$ cat config.mk
export PLATFORM = sky130hd
export DESIGN_NAME = load_store_unit
export DESIGN_NICKNAME = d
export VERILOG_FILES = /design/src/rtl/riscv_pkg.sv /design/src/rtl/load_align.sv /design/src/rtl/load_store_unit.sv
export SDC_FILE = /design/constraint.sdc
export NUM_CORES = 1
export LEC_CHECK = 0
export CAP_MARGIN = 20
export CORE_MARGIN = 3
export CORE_UTILIZATION = 38
export CTS_CLUSTER_SIZE = 12
export DETAILED_ROUTE_END_ITERATION = 16
export PLACE_DENSITY_LB_ADDON = 0.25
export SLEW_MARGIN = 20
export SYNTH_ARGS = -nofsm -noshare
export SYNTH_HDL_FRONTEND = slang
export SYNTH_SLANG_ARGS = --single-unit
$ cat constraint.sdc
create_clock -name clk -period 2.23 [get_ports clk]
set_input_delay 0.669 -clock clk [delete_from_list [all_inputs] [get_ports clk]]
set_output_delay 0.669 -clock clk [all_outputs]
set_load 0.01 [all_outputs]
$ cat src/rtl/riscv_pkg.sv
// riscv_pkg: access-size encodings and load/store unit state type
package riscv_pkg;
    localparam logic [1:0] SIZE_BYTE = 2'b00;
    localparam logic [1:0] SIZE_HALF = 2'b01;
    localparam logic [1:0] SIZE_WORD = 2'b10;
    typedef enum logic [1:0] {IDLE, REQ, DONE} lsu_state_t;
endpackage

$ cat src/rtl/load_align.sv
// load_align: picks the addressed lane of a read word and sign/zero-extends it
module load_align
    import riscv_pkg::*;
(
    input  logic [31:0] rdata,
    input  logic [1:0]  offset,
    input  logic [1:0]  size,
    input  logic        load_unsigned,
    output logic [31:0] data
);
    logic [7:0]  b;
    logic [15:0] h;
    always_comb begin
        b = rdata[8*offset +: 8];
        h = offset[1] ? rdata[31:16] : rdata[15:0];
        data = size == SIZE_BYTE ? {{24{~load_unsigned & b[7]}}, b} :
               size == SIZE_HALF ? {{16{~load_unsigned & h[15]}}, h} : rdata;
    end
endmodule

$ cat src/rtl/load_store_unit.sv
// load_store_unit: multi-cycle data-memory access unit with req/ready bus and core stall
module load_store_unit
    import riscv_pkg::*;
#(
    parameter int ADDR_W = 32,
    parameter int DATA_W = 32
) (
    input  logic              clk,
    input  logic              rst,
    input  logic              mem_read_enable,
    input  logic              mem_write_enable,
    input  logic [1:0]        bit_half_word_select,
    input  logic              load_unsigned,
    input  logic [ADDR_W-1:0] addr,
    input  logic [DATA_W-1:0] store_data,
    output logic [DATA_W-1:0] load_data,
    output logic              stall,
    output logic              misaligned,
    output logic              bus_req,
    output logic              bus_we,
    output logic [ADDR_W-1:0] bus_addr,
    output logic [DATA_W-1:0] bus_wdata,
    output logic [3:0]        bus_wstrb,
    input  logic              bus_ready,
    input  logic [DATA_W-1:0] bus_rdata
);
    lsu_state_t        state, state_next;
    logic              req, fault, start;
    logic [1:0]        off_q, size_q;
    logic              uns_q;
    logic [DATA_W-1:0] wdata, aligned;
    logic [3:0]        wstrb;
    always_comb begin
        req = mem_read_enable | mem_write_enable;
        fault = bit_half_word_select == 2'b11 |
                (bit_half_word_select == SIZE_HALF & addr[0]) |
                (bit_half_word_select == SIZE_WORD & |addr[1:0]);
        start = state == IDLE & req & ~fault;
        misaligned = state == IDLE & req & fault;
        bus_req = state == REQ;
        stall = start | bus_req;
        state_next = state == IDLE ? (start ? REQ : IDLE) :
                     state == REQ  ? (bus_ready ? DONE : REQ) : IDLE;
    end
    always_comb begin
        wdata = bit_half_word_select == SIZE_BYTE ? {4{store_data[7:0]}} :
                bit_half_word_select == SIZE_HALF ? {2{store_data[15:0]}} : store_data;
        wstrb = ~mem_write_enable ? 4'b0000 :
                bit_half_word_select == SIZE_BYTE ? 4'b0001 << addr[1:0] :
                bit_half_word_select == SIZE_HALF ? (addr[1] ? 4'b1100 : 4'b0011) : 4'b1111;
    end
    always_ff @(posedge clk) begin
        if (rst) state <= IDLE;
        else state <= state_next;
    end
    // Bus fields are captured once at issue so they stay stable through REQ.
    always_ff @(posedge clk) begin
        if (rst) begin
            bus_we <= 1'b0;
            bus_addr <= '0;
            bus_wdata <= '0;
            bus_wstrb <= 4'b0000;
            off_q <= 2'b00;
            size_q <= 2'b00;
            uns_q <= 1'b0;
            load_data <= '0;
        end else begin
            if (start) begin
                bus_we <= mem_write_enable;
                bus_addr <= {addr[ADDR_W-1:2], 2'b00};
                bus_wdata <= wdata;
                bus_wstrb <= wstrb;
                off_q <= addr[1:0];
                size_q <= bit_half_word_select;
                uns_q <= load_unsigned;
            end
            if (misaligned & ~mem_write_enable) load_data <= '0;
            if (state == REQ & bus_ready & ~bus_we) load_data <= aligned;
        end
    end
    load_align u_align (
        .rdata(bus_rdata),
        .offset(off_q),
        .size(size_q),
        .load_unsigned(uns_q),
        .data(aligned)
    );
endmodule

**After elaboration in Yosys (flattened, before gate mapping)**

Index checks and enable logic that the tools add are counted.

- Output and inout bits: 104
- Input bits: 104
- Bits in registers: 106
- Word-level logic and storage cells: 54

- Shifts and indexed selects: 2
- Muxes and demuxes: 15
- Bitwise logic cells: 18
- Equality and inequality tests: 5
- Reduce and logical (&&, ||, !) cells: 5

Operators by type and width:

| cell | count |
|---|---|
| $mux W32 | 6 |
| $shiftx A32 B6 Y8 | 1 |
| $mux W16 | 1 |
| $mux W4 | 4 |
| $and A1 B1 Y1 | 10 |
| $eq A2 B1 Y1 const B | 3 |
| $logic_not A2 Y1 | 3 |
| $mux W2 | 3 |
| $eq A2 B2 Y1 const B | 2 |
| $not A1 Y1 | 4 |
| $or A1 B1 Y1 | 4 |
| $shl A1 B2 Y4 const A | 1 |
| $reduce_bool A2 Y1 | 1 |
| $reduce_or A2 Y1 | 1 |
| $mux W1 | 1 |

**Longest topological paths before layout**

- Word-level depth: 8
- Gate-level depth with buffers: 7
- Gate-level depth less buffers: 4

**Cells and area by module**

A second synthesis with hierarchy kept.

- Cells, all modules: 587
- Area total of the unflattened synthesis: 5008.6 um2

By module, submodules not included:

| module | cells each | instances | area each (um2) | sequential area each (um2) |
|---|---|---|---|---|
| load_store_unit | 452 | 1 | 3991.3 | 2122.0 |
| load_align | 135 | 1 | 1017.2 | 0.0 |

**Worst setup path after synthesis**

Ideal clock, no wire load.

- Kind: input -> output
- Start point: in mem_write_enable
- End point: out stall
- Stages: 5
- Data required time: 1.561 ns
- Arrival time: 1.644 ns
- Path slack: -0.083 ns
- Buffers on the path: 3
- Cell sequence: buf_6 o221ai_1 buf_2 buf_1 nand2_1

- Longest elaborated chain between the ends: 4

Ends and longest elaborated chain:

| element | line | source |
|---|---|---|
| from (decl) | load_store_unit.sv:11 | `input logic mem_write_enable,` |
| $or A1 B1 Y1 | load_store_unit.sv:34 | `req = mem_read_enable \| mem_write_enable;` |
| $and A1 B1 Y1 (2 in a row) | load_store_unit.sv:38 | `start = state == IDLE & req & ~fault;` |
| $or A1 B1 Y1 | load_store_unit.sv:41 | `stall = start \| bus_req;` |
| to (decl) | load_store_unit.sv:17 | `output logic stall,` |

No other way between the ends.

**Final worst setup path**

- Start point: in bit_half_word_select[0]
- End point: out stall

- Longest elaborated chain between the ends: 7
- Elaborated cells on any way between the ends: 10
- Classes of those cells: 3 x eq/ne; 7 x bitwise

Ends and longest elaborated chain:

| element | line | source |
|---|---|---|
| from (decl) | load_store_unit.sv:12 | `input logic [1:0] bit_half_word_select,` |
| $eq A2 B1 Y1 | load_store_unit.sv:36 | `(bit_half_word_select == SIZE_HALF & addr[0]) \|` |
| $and A1 B1 Y1 | load_store_unit.sv:36 |  |
| $or A1 B1 Y1 | load_store_unit.sv:35 | `fault = bit_half_word_select == 2'b11 \|` |
| $or A1 B1 Y1 * | load_store_unit.sv:36 |  |
| $not A1 Y1 * | load_store_unit.sv:38 |  |
| $and A1 B1 Y1 * | load_store_unit.sv:38 |  |
| $or A1 B1 Y1 * | load_store_unit.sv:41 |  |

Every way passes the cells marked *; elsewhere a longest branch is shown, timed or not.

==> metrics.yaml <==
hold_path.class: "reg -> reg"
fp.dieH_microns: 116
drtIter0Drc: 403
drt_wl_total_microns: 15600
cp-end-kind: "output port"
dieArea_sq_um: 13400
ff2ff_setup_slack_ns: 0.37
clk_pin_slew_ns: 0.06
p_sw_frac: 0.266
synth-main-ff-cell: "dfxtp_1"
drive_above_1_share: 0.0934
fmax_mhz: 458
fin_crit_ns: 2.19
ys_types: 37
n_fill_cell: 1002
start_util: 0.395
pwr-share-comb: 0.230
routed_via_density: 5.39
drv_cap: 0
pin_count: 208
clkLatencyLatePin_ns: 0.34
p_int_w: 0.00346
cp_top_family: "buffers and inverters"
layout_commonest_cell: "clkdlybuf4s50_1"
seq_area_sq_um: 2120
grt_pass1_wl_microns: 24000
cpPeakStageDelay_ns: 0.25
dr.pass1.iters: 5
drc_errors: 0
rsz0062_at_grt: "no"
grt_start_max_net_pins: 74
holdWs_ns: 0.453
min_period_over_period: 0.980
crit_chain: "clkdlybuf4s15_2 > nor3_4 > o221ai_4 > nand2_1 > buf_2"
crit_buf_inv: 2
cts_tree: "yes"
worstPathRequired_ns: 1.56
port_buffers: 205
most-common-layout-cells: "clkdlybuf4s50_1 (195), nand2_1 (140), dfxtp_1 (106), a21oi_1 (58), buf_4 (32)"
ir_drop_mv: 0.342
multi_input_area_sq_um: 2290
via_count: 4879
synth_seq_cells: 106
area_delta_synth_final_pct: 58.6
slowest_stage: "nor3_4"
ys_seq_area_frac: 0.463
worstSetupPathType: "in -> out"
fin_area_sq_um: 7270
cts_made_buffers: 9
top_layer: "met4"
postRouteAntennaNets: 0
powerDensity_nw_per_um2: 649
syn_inst: 547
finalSetupViolCount: 0
clkPwrFrac: 0.327
wl_met1_microns: 6550
post_synth.cell_area_avg_sq_um: 8.38
dp_hpwl_microns: 11300
core_sq_um: 11600
crit_fanout: 4
fin_tns_setup_ns: 0
arrival_ns: 1.52
p_sw_w: 0.00126
first_global_vias: 4650
hold_viol_final: 0
outcome: "finished, final reports clean"
cts-root-buf: "clkbuf_16"
die_x_microns: 116
grt_usage: 0.226
wl_met3_microns: 1410
grt_overflow: 0
antenna_found_initial: 2
wl_met2_microns: 7410
cts_buffer_depth: 2
hold_depth: 2
leakagePower_nw: 2.66
final.setup_skew_ns: 0.00351
postCtsHoldBufs: 0
placed_area_sq_um: 6900
gp_congestion: 0.849
synth_edf_count: 0
ys_warn_count: 0
seqPwrFrac: 0.443
rr_worst_depth: 4
slew_violations: 0
worst_pin_slew_ns: 0.770
nets: 860
std_cell_rows: 39
worstSetupStartpointType: "input pin"
clock_sinks: 106
path_depth: 5
synth_area_sq_um: 4580
finalPower_w: 0.00472
htree_num_levels: 3
async_flop_share: 0
worst_slew_margin_rel: 0.487
wl_per_cell_microns: 17.3
==> final cells by class <==
class | instances | share of cell area
Antenna cell | 2 | 0.000688
Clock buffer | 14 | 0.0391
Clock inverter | 1 | 0.00103
Timing Repair Buffer | 243 | 0.325
Sequential cell | 106 | 0.292
Tap cell | 143 | 0.0246
Inverter | 5 | 0.00258
Multi-Input combinational cell | 391 | 0.316
==> per-stage QoR <==
| stage | util | instances | setup slack [ns] |
|---|---|---|---|
| 2_1_floorplan | - | 548 | 0.0376 |
| 3_3_place_gp | 0.594 | 882 | -0.703 |
| 3_5_place_dp | 0.594 | 882 | -0.740 |
| 4_1_cts | 0.625 | 902 | -0.00564 |
| 5_1_grt | 0.626 | 905 | 0.00179 |
| 6_report | 0.626 | 905 | 0.0446 |
==> worst paths after layout <==
check | start | end
hold / removal | bus_addr[26]$_SDFFE_PP0P_ | bus_addr[26]$_SDFFE_PP0P_
hold reg to reg | bus_addr[26]$_SDFFE_PP0P_ | bus_addr[26]$_SDFFE_PP0P_
setup reg to reg | state[1]$_SDFF_PP0_ | load_data[12]$_SDFFE_PP0P_
setup / recovery | bit_half_word_select[0] | stall
==> power by group through the flow <==
stage	clock, W	combinational (W)	sequential, W
floorplan	0	0.000419	0.00217
global placement	0	0.00105	0.00213
detailed placement	0	0.00107	0.00213
CTS	0.00158	0.00108	0.00209
global route	0.00166	0.00117	0.00211
finish	0.00154	0.00108	0.00209
==> logic make-up (layout without fill, tap and decap cells) <==
group | after synthesis | after routing | synth area share
muxes | 26 | 26 | 0.0598
other | 1 | 4 | 0.000818
AOI/OAI and AO/OA | 155 | 157 | 0.224
DFF | 106 | 106 | 0.463
buffers and inverters | 53 | 263 | 0.0540
and+or+nand+nor | 206 | 206 | 0.198
==> per-layer routing <==
metal / up-vias / global-route usage
met5: - / 0
met4: 0 / 0.0735
met3: 22 / 0.0721
met2: 209 / 0.371
met1: 2297 / 0.283
li1: 2351 / -
==> cell usage after synthesis (all sizes together) (2+ instances only) <==
cell type  count  area [sq um]
nand3b         8          60.1
o2bb2ai        8          70.1
a32o           8          80.1
clkbuf        28           105
a21oi         59           295
o21ai         24           120
nor3           5          40.0
o211ai         2          15.0
inv            5          18.8
o22ai          9          56.3
a211oi        10          80.1
nor2          28           105
a311oi         8          70.1
nand2b        12          75.1
nand2        140           526
a31oi          7          43.8
buf           20           124
a221o         17           170
dfxtp        106          2120
mux2i         24           240
or3            8          50.1
==> sequential cells by signal, summed over array words and instances (netlist names) <==
register   count
state          2
bus_wstrb      4
bus_we         1
uns_q          1
bus_addr      30
off_q          2
load_data     32
size_q         2
bus_wdata     32
==> timing repair <==
item | in CTS | in global routing
gates cloned | 1 | 1
endpoints found under the setup margin | 35 | 33
buffers inserted | 4 | 0
resized for setup | 24 | 2
pin swaps | 6 | 4
==> worst register-to-register path: stages, from the launching register on <==
cell and delay [ns]:
dfxtp_1 0.34, nand2b_2 0.25, or3_1 0.46, nor2_1 0.48, a32o_1 0.26
No activity file was read; power rests on OpenSTA's default activity.
